File: config.mk
export PLATFORM = sky130hd
export DESIGN_NAME = toggle_pulse_tx
export DESIGN_NICKNAME = d
export VERILOG_FILES = /design/src/rtl/toggle_pulse_tx.sv
export SDC_FILE = /design/constraint.sdc
export NUM_CORES = 1
export LEC_CHECK = 0
export CORE_AREA = 2 2 42 44
export DETAILED_ROUTE_END_ITERATION = 8
export DIE_AREA = 0 0 44 46
export PLACE_DENSITY = 0.66
export SETUP_SLACK_MARGIN = 0.4
export SLEW_MARGIN = 20
export SYNTH_ARGS = -nofsm -noshare
export SYNTH_HDL_FRONTEND = slang
export SYNTH_SLANG_ARGS = --single-unit
File: constraint.sdc
create_clock -name clk -period 3 [get_ports clk]
set_input_delay 0.45 -clock clk [delete_from_list [all_inputs] [get_ports clk]]
set_output_delay 0.45 -clock clk [all_outputs]
set_load 0.02 [all_outputs]
File: src/rtl/toggle_pulse_tx.sv
// Source side of a toggle pulse synchronizer: counts local event pulses and
// launches them one at a time as req_tgl flips, pacing each on the echoed ack.
module toggle_pulse_tx #(
    parameter int CNT_W       = 4,
    parameter int SYNC_STAGES = 2
) (
    input  logic             clk,
    input  logic             reset,
    input  logic             pulse_in,
    input  logic             ack_tgl,
    output logic             req_tgl,
    output logic             busy,
    output logic [CNT_W-1:0] pending,
    output logic             done,
    output logic             overflow
);

    typedef enum logic {
        IDLE,
        WAIT_ACK
    } state_t;

    localparam logic [CNT_W-1:0] CNT_MAX = '1;

    state_t                 state;
    logic [SYNC_STAGES-1:0] ack_sync;
    logic                   ack_s;
    logic                   launch;

    assign ack_s = ack_sync[SYNC_STAGES-1];

    // A launch also requires the echo to match, so a mismatched ack in IDLE
    // (only possible after a broken joint reset) simply stalls the FSM.
    assign launch = (state == IDLE) && (pending != '0) && (ack_s == req_tgl);

    always_ff @(posedge clk) begin
        if (reset) begin
            ack_sync <= '0;
        end else begin
            ack_sync <= {ack_sync[SYNC_STAGES-2:0], ack_tgl};
        end
    end

    always_ff @(posedge clk) begin
        if (reset) begin
            state    <= IDLE;
            req_tgl  <= 1'b0;
            busy     <= 1'b0;
            done     <= 1'b0;
            overflow <= 1'b0;
            pending  <= '0;
        end else begin
            done     <= 1'b0;
            overflow <= 1'b0;

            case (state)
                IDLE: begin
                    if (launch) begin
                        state   <= WAIT_ACK;
                        req_tgl <= ~req_tgl;
                        busy    <= 1'b1;
                    end
                end
                WAIT_ACK: begin
                    if (ack_s == req_tgl) begin
                        state <= IDLE;
                        busy  <= 1'b0;
                        done  <= 1'b1;
                    end
                end
                default: begin
                    state <= IDLE;
                    busy  <= 1'b0;
                end
            endcase

            // An event arriving on a launch cycle replaces the launched one,
            // so it is accepted even when the counter is saturated.
            if (pulse_in && !launch) begin
                if (pending == CNT_MAX) begin
                    overflow <= 1'b1;
                end else begin
                    pending <= pending + 1'b1;
                end
            end else if (!pulse_in && launch) begin
                pending <= pending - 1'b1;
            end
        end
    end

endmodule
==> run_results.csv <==
group,metric,value,unit
sta,max_freq,0.4051,GHz
worst_setup_path,arrival_time_at_the_worst_endpoint,2.61,ns
power_and_ir_drop,leakagePower,0.2881,nW
floorplanning,coreArea,1614,um2
finish,stdcell_area,779.5,um2
clock_network,cts_tree,"built",
clock_network,tritoncts.num_buffers,3,
logic_synthesis,most_common_cell_in_the_synthesized_netlist,"sky130_fd_sc_hd__dfxtp_1",
logic_synthesis,synthAdderAreaFrac,0.04274,
worst_setup_path,timing.critical_path.cells,"nor4_4 > o31ai_4 > ha_1 > inv_1 > nor4_1 > nor3b_1 > a2bb2oi_1 > mux2_1",
outcome,run_status,"completed",
sta,timing.final.max_slew_violations,0,
route,first_iter_violations,14,
logic_synthesis,synth_simple_gate_area_frac,0.2628,
grt,use_met1,0.1671,
logic_synthesis,yosysWarnings,0,
sta,period_minus_slack,2.468,ns
logic_synthesis,synth_top_family_by_area,"simple AND/OR/NAND/NOR gates",
finish,finalNetCount,86,
worst_setup_path,crit_path_start,"pending[1]$_SDFFE_PP0P_",
worst_setup_path,reg2reg_from,"pending[1]$_SDFFE_PP0P_",
place,gp_congestion,0.8154,
place,io_buffer_count,11,
sta,final-setup-viol-count,0,
hold_path,hold_depth,1,
power_and_ir_drop,power.density,1185,nW/um2
floorplanning,die_h,46,um
route,drc,0,
logic_synthesis,synth_area_leaders,"sky130_fd_sc_hd__dfxtp_1, sky130_fd_sc_hd__nor2_1, sky130_fd_sc_hd__xnor2_1",
sta,skew,0.002797,ns
flow_run,max-cap-violations,0,
clock_network,number_of_levels_in_the_clock_h_tree,1,
worst_setup_path,critical_path_class,"register to register",
worst_setup_path,cp-start-kind,"register",
logic_synthesis,synth_compound_area_frac,0.1389,
logic_synthesis,synthDistinctLibCells,32,
finish,filler_cell_count,154,
route,first_pass_iters,5,
grt,grt_first_pass_wirelength,1842,um
worst_setup_path,critPathMaxFanout,9,
grt,grt_util_met2,0.1853,
logic_synthesis,post_synth_xor_area_fraction,0.07265,
logic_synthesis,synthesis.instances,64,
finish,layout-drive-gt1-share,0.1519,
logic_synthesis,postSynth.topFlopCell,"sky130_fd_sc_hd__dfxtp_1",
logic_synthesis,avgSynthCellArea,9.149,um2
sta,tightestPinTransition,0.4251,ns
logic_synthesis,netlist.top_cell.by_area,"sky130_fd_sc_hd__dfxtp_1",
logic_synthesis,syn-cell-area,585.6,um2
logic_synthesis,share_of_yosys_cell_area_claimed_by_the_top_area_cell_type,0.3761,
floorplanning,start_util,0.3628,
route,routed-via-count,511,
sta,final.setup.tns,0,ns
route,final_antenna_net_count,0,
logic_synthesis,synthMuxAreaShare,0.05983,
clock_network,cts.sink_count,11,
power_and_ir_drop,p_total,924.1,uW
floorplanning,ios,12,
floorplanning,width_of_the_chip,44,um
sta,final_critical_path_setup_slack,0.5315,ns
sta,hold_violation_total_from_the_final_report,0,
logic_synthesis,synth-seq-area-share,0.3761,
route,post_drt_via_cell_ratio,5.323,
logic_synthesis,synth-async-reset-ratio,0,
clock_network,path_clk_slew,0.07,ns
clock_network,ctsLongestPathBuffers,2,
grt,global_route.overflow_total,0,
logic_synthesis,postSynthNetCount,70,
power_and_ir_drop,vdd_ir_drop_max,0.0003962,V
worst_setup_path,worst-endpoint-required,3.15,ns
logic_synthesis,yosys_register_bits,11,
logic_synthesis,synth-edff-count,0,
worst_setup_path,maximum_single_stage_delay_on_the_critical_path,0.41,ns
logic_synthesis,synth_commonest_cells,"sky130_fd_sc_hd__dfxtp_1, sky130_fd_sc_hd__nor2_1, sky130_fd_sc_hd__inv_1, sky130_fd_sc_hd__nor2b_1, sky130_fd_sc_hd__xnor2_1",
place,post-dp-hpwl,831.9,um
floorplanning,die_area,2024,um2
floorplanning,fp-row-count,15,
place,postPlaceCellArea,715.7,um2
clock_network,cts_root_cell,"sky130_fd_sc_hd__clkbuf_4",
hold_path,worst_hold_path_type,"register to register",
grt,grt_max_degree,13,
sta,max_slew_margin,0.7150,
sta,final_cycle_utilization_of_the_critical_path,0.8228,
grt,initial_antenna_violation_count,0,
sta,unrepaired_setup_endpoints_after_global_routing,"false",
clock_network,ctsHoldBuffers,0,
clock_network,insertion_delay,0.26,ns
grt,gr-usage-met3,0.01190,
grt,grt_pass1_vias,449,
place,pre_cts_slack,0.3403,ns
grt,track_usage,0.1230,
hold_path,worstHoldStart,"ack_sync[0]$_SDFF_PP0_",
sta,worst_hold_margin,0.4425,ns
worst_setup_path,count_of_cells_along_the_worst_register_to_register_path,8,
worst_setup_path,critical_path.slowest_cell,"sky130_fd_sc_hd__dfxtp_1",
finish,antenna_cell_count,0,
route,wire_per_inst,12.08,um
finish,area.growth.synth_to_final,33.12,%
route,route.final.wire_length,1160,um
grt,top_usage_layer,"met2",
worst_setup_path,timing.critical_path.to_type,"register",
## worst max-delay path: cells and delay by family (launching register included)
family	cells	cell delay, ns
buffers and inverters	1	0.10
muxes	1	0.34
and+or+nand+nor	3	0.80
adders and majority gates	1	0.39
AOI/OAI and AO/OA	2	0.31
DFF	1	0.41
## worst paths after layout
kind	end	slack (ns)
max	pending[3]$_SDFFE_PP0P_	0.53
min	ack_sync[1]$_SDFF_PP0_	0.44
max reg2reg	pending[3]$_SDFFE_PP0P_	0.53
min reg2reg	ack_sync[1]$_SDFF_PP0_	0.44
## power by group
part | leakage (nW) | internal (mW) | total [mW] | switching [mW]
clock | 0.0150 | 0.0513 | 0.0962 | 0.0449
combinational | 0.182 | 0.277 | 0.551 | 0.274
sequential | 0.0911 | 0.194 | 0.277 | 0.0836
## cell families after synthesis
logic type                 Yosys count
buffers and inverters                7
DFF                                 11
adders and majority gates            2
and+or+nand+nor                     26
muxes                                3
xor gates and xnor gates             4
AOI/OAI and AO/OA                   11
## state kept, by name, indices dropped and copies added, names as in the netlist
signal	cells
state	1
done	1
overflow	1
pending	4
ack_sync	2
busy	1
req_tgl	1
## what timing repair did
action / 4_1_cts / 5_1_grt
setup endpoints to repair: 0 / 1
resized for setup: 0 / 4
buffers inserted: 0 / 1
## cell usage in the layout (no fill, tap or decap), types with 2 or more instances in the layout
cell type / count
sky130_fd_sc_hd__dfxtp_1: 10
sky130_fd_sc_hd__xnor2_1: 3
sky130_fd_sc_hd__o21ai_0: 2
sky130_fd_sc_hd__nor2b_1: 4
sky130_fd_sc_hd__nand4b_1: 2
sky130_fd_sc_hd__ha_1: 2
sky130_fd_sc_hd__nor3b_1: 2
sky130_fd_sc_hd__a21oi_1: 2
sky130_fd_sc_hd__clkbuf_4: 3
sky130_fd_sc_hd__nor2_1: 9
sky130_fd_sc_hd__inv_1: 5
sky130_fd_sc_hd__buf_4: 2
sky130_fd_sc_hd__clkdlybuf4s50_1: 11
## stage by stage
stage / utilization / cells
finish: 0.4829 / 96
global route: 0.4829 / 96
CTS: 0.4597 / 95
detailed placement: 0.4434 / 91
global placement: 0.4434 / 91
floorplan: - / 64
## area by class of cell
| type | instances | area, um2 | share of cell area |
|---|---|---|---|
| clock buffers | 4 | 26.28 | 0.03371 |
| flip-flops and latches | 11 | 221.5 | 0.2841 |
| multi-input cells | 46 | 366.6 | 0.4703 |
| repair buffers | 13 | 125.1 | 0.1605 |
| well taps | 17 | 21.27 | 0.02729 |
| inverters | 5 | 18.77 | 0.02408 |
## routing by layer
metal	vias to the layer above	wire length, um
met3	0	32
met4	0	0
li1	258	-
met1	243	544
met5	-	0
met2	10	583
(Power assumes the default switching activity.)
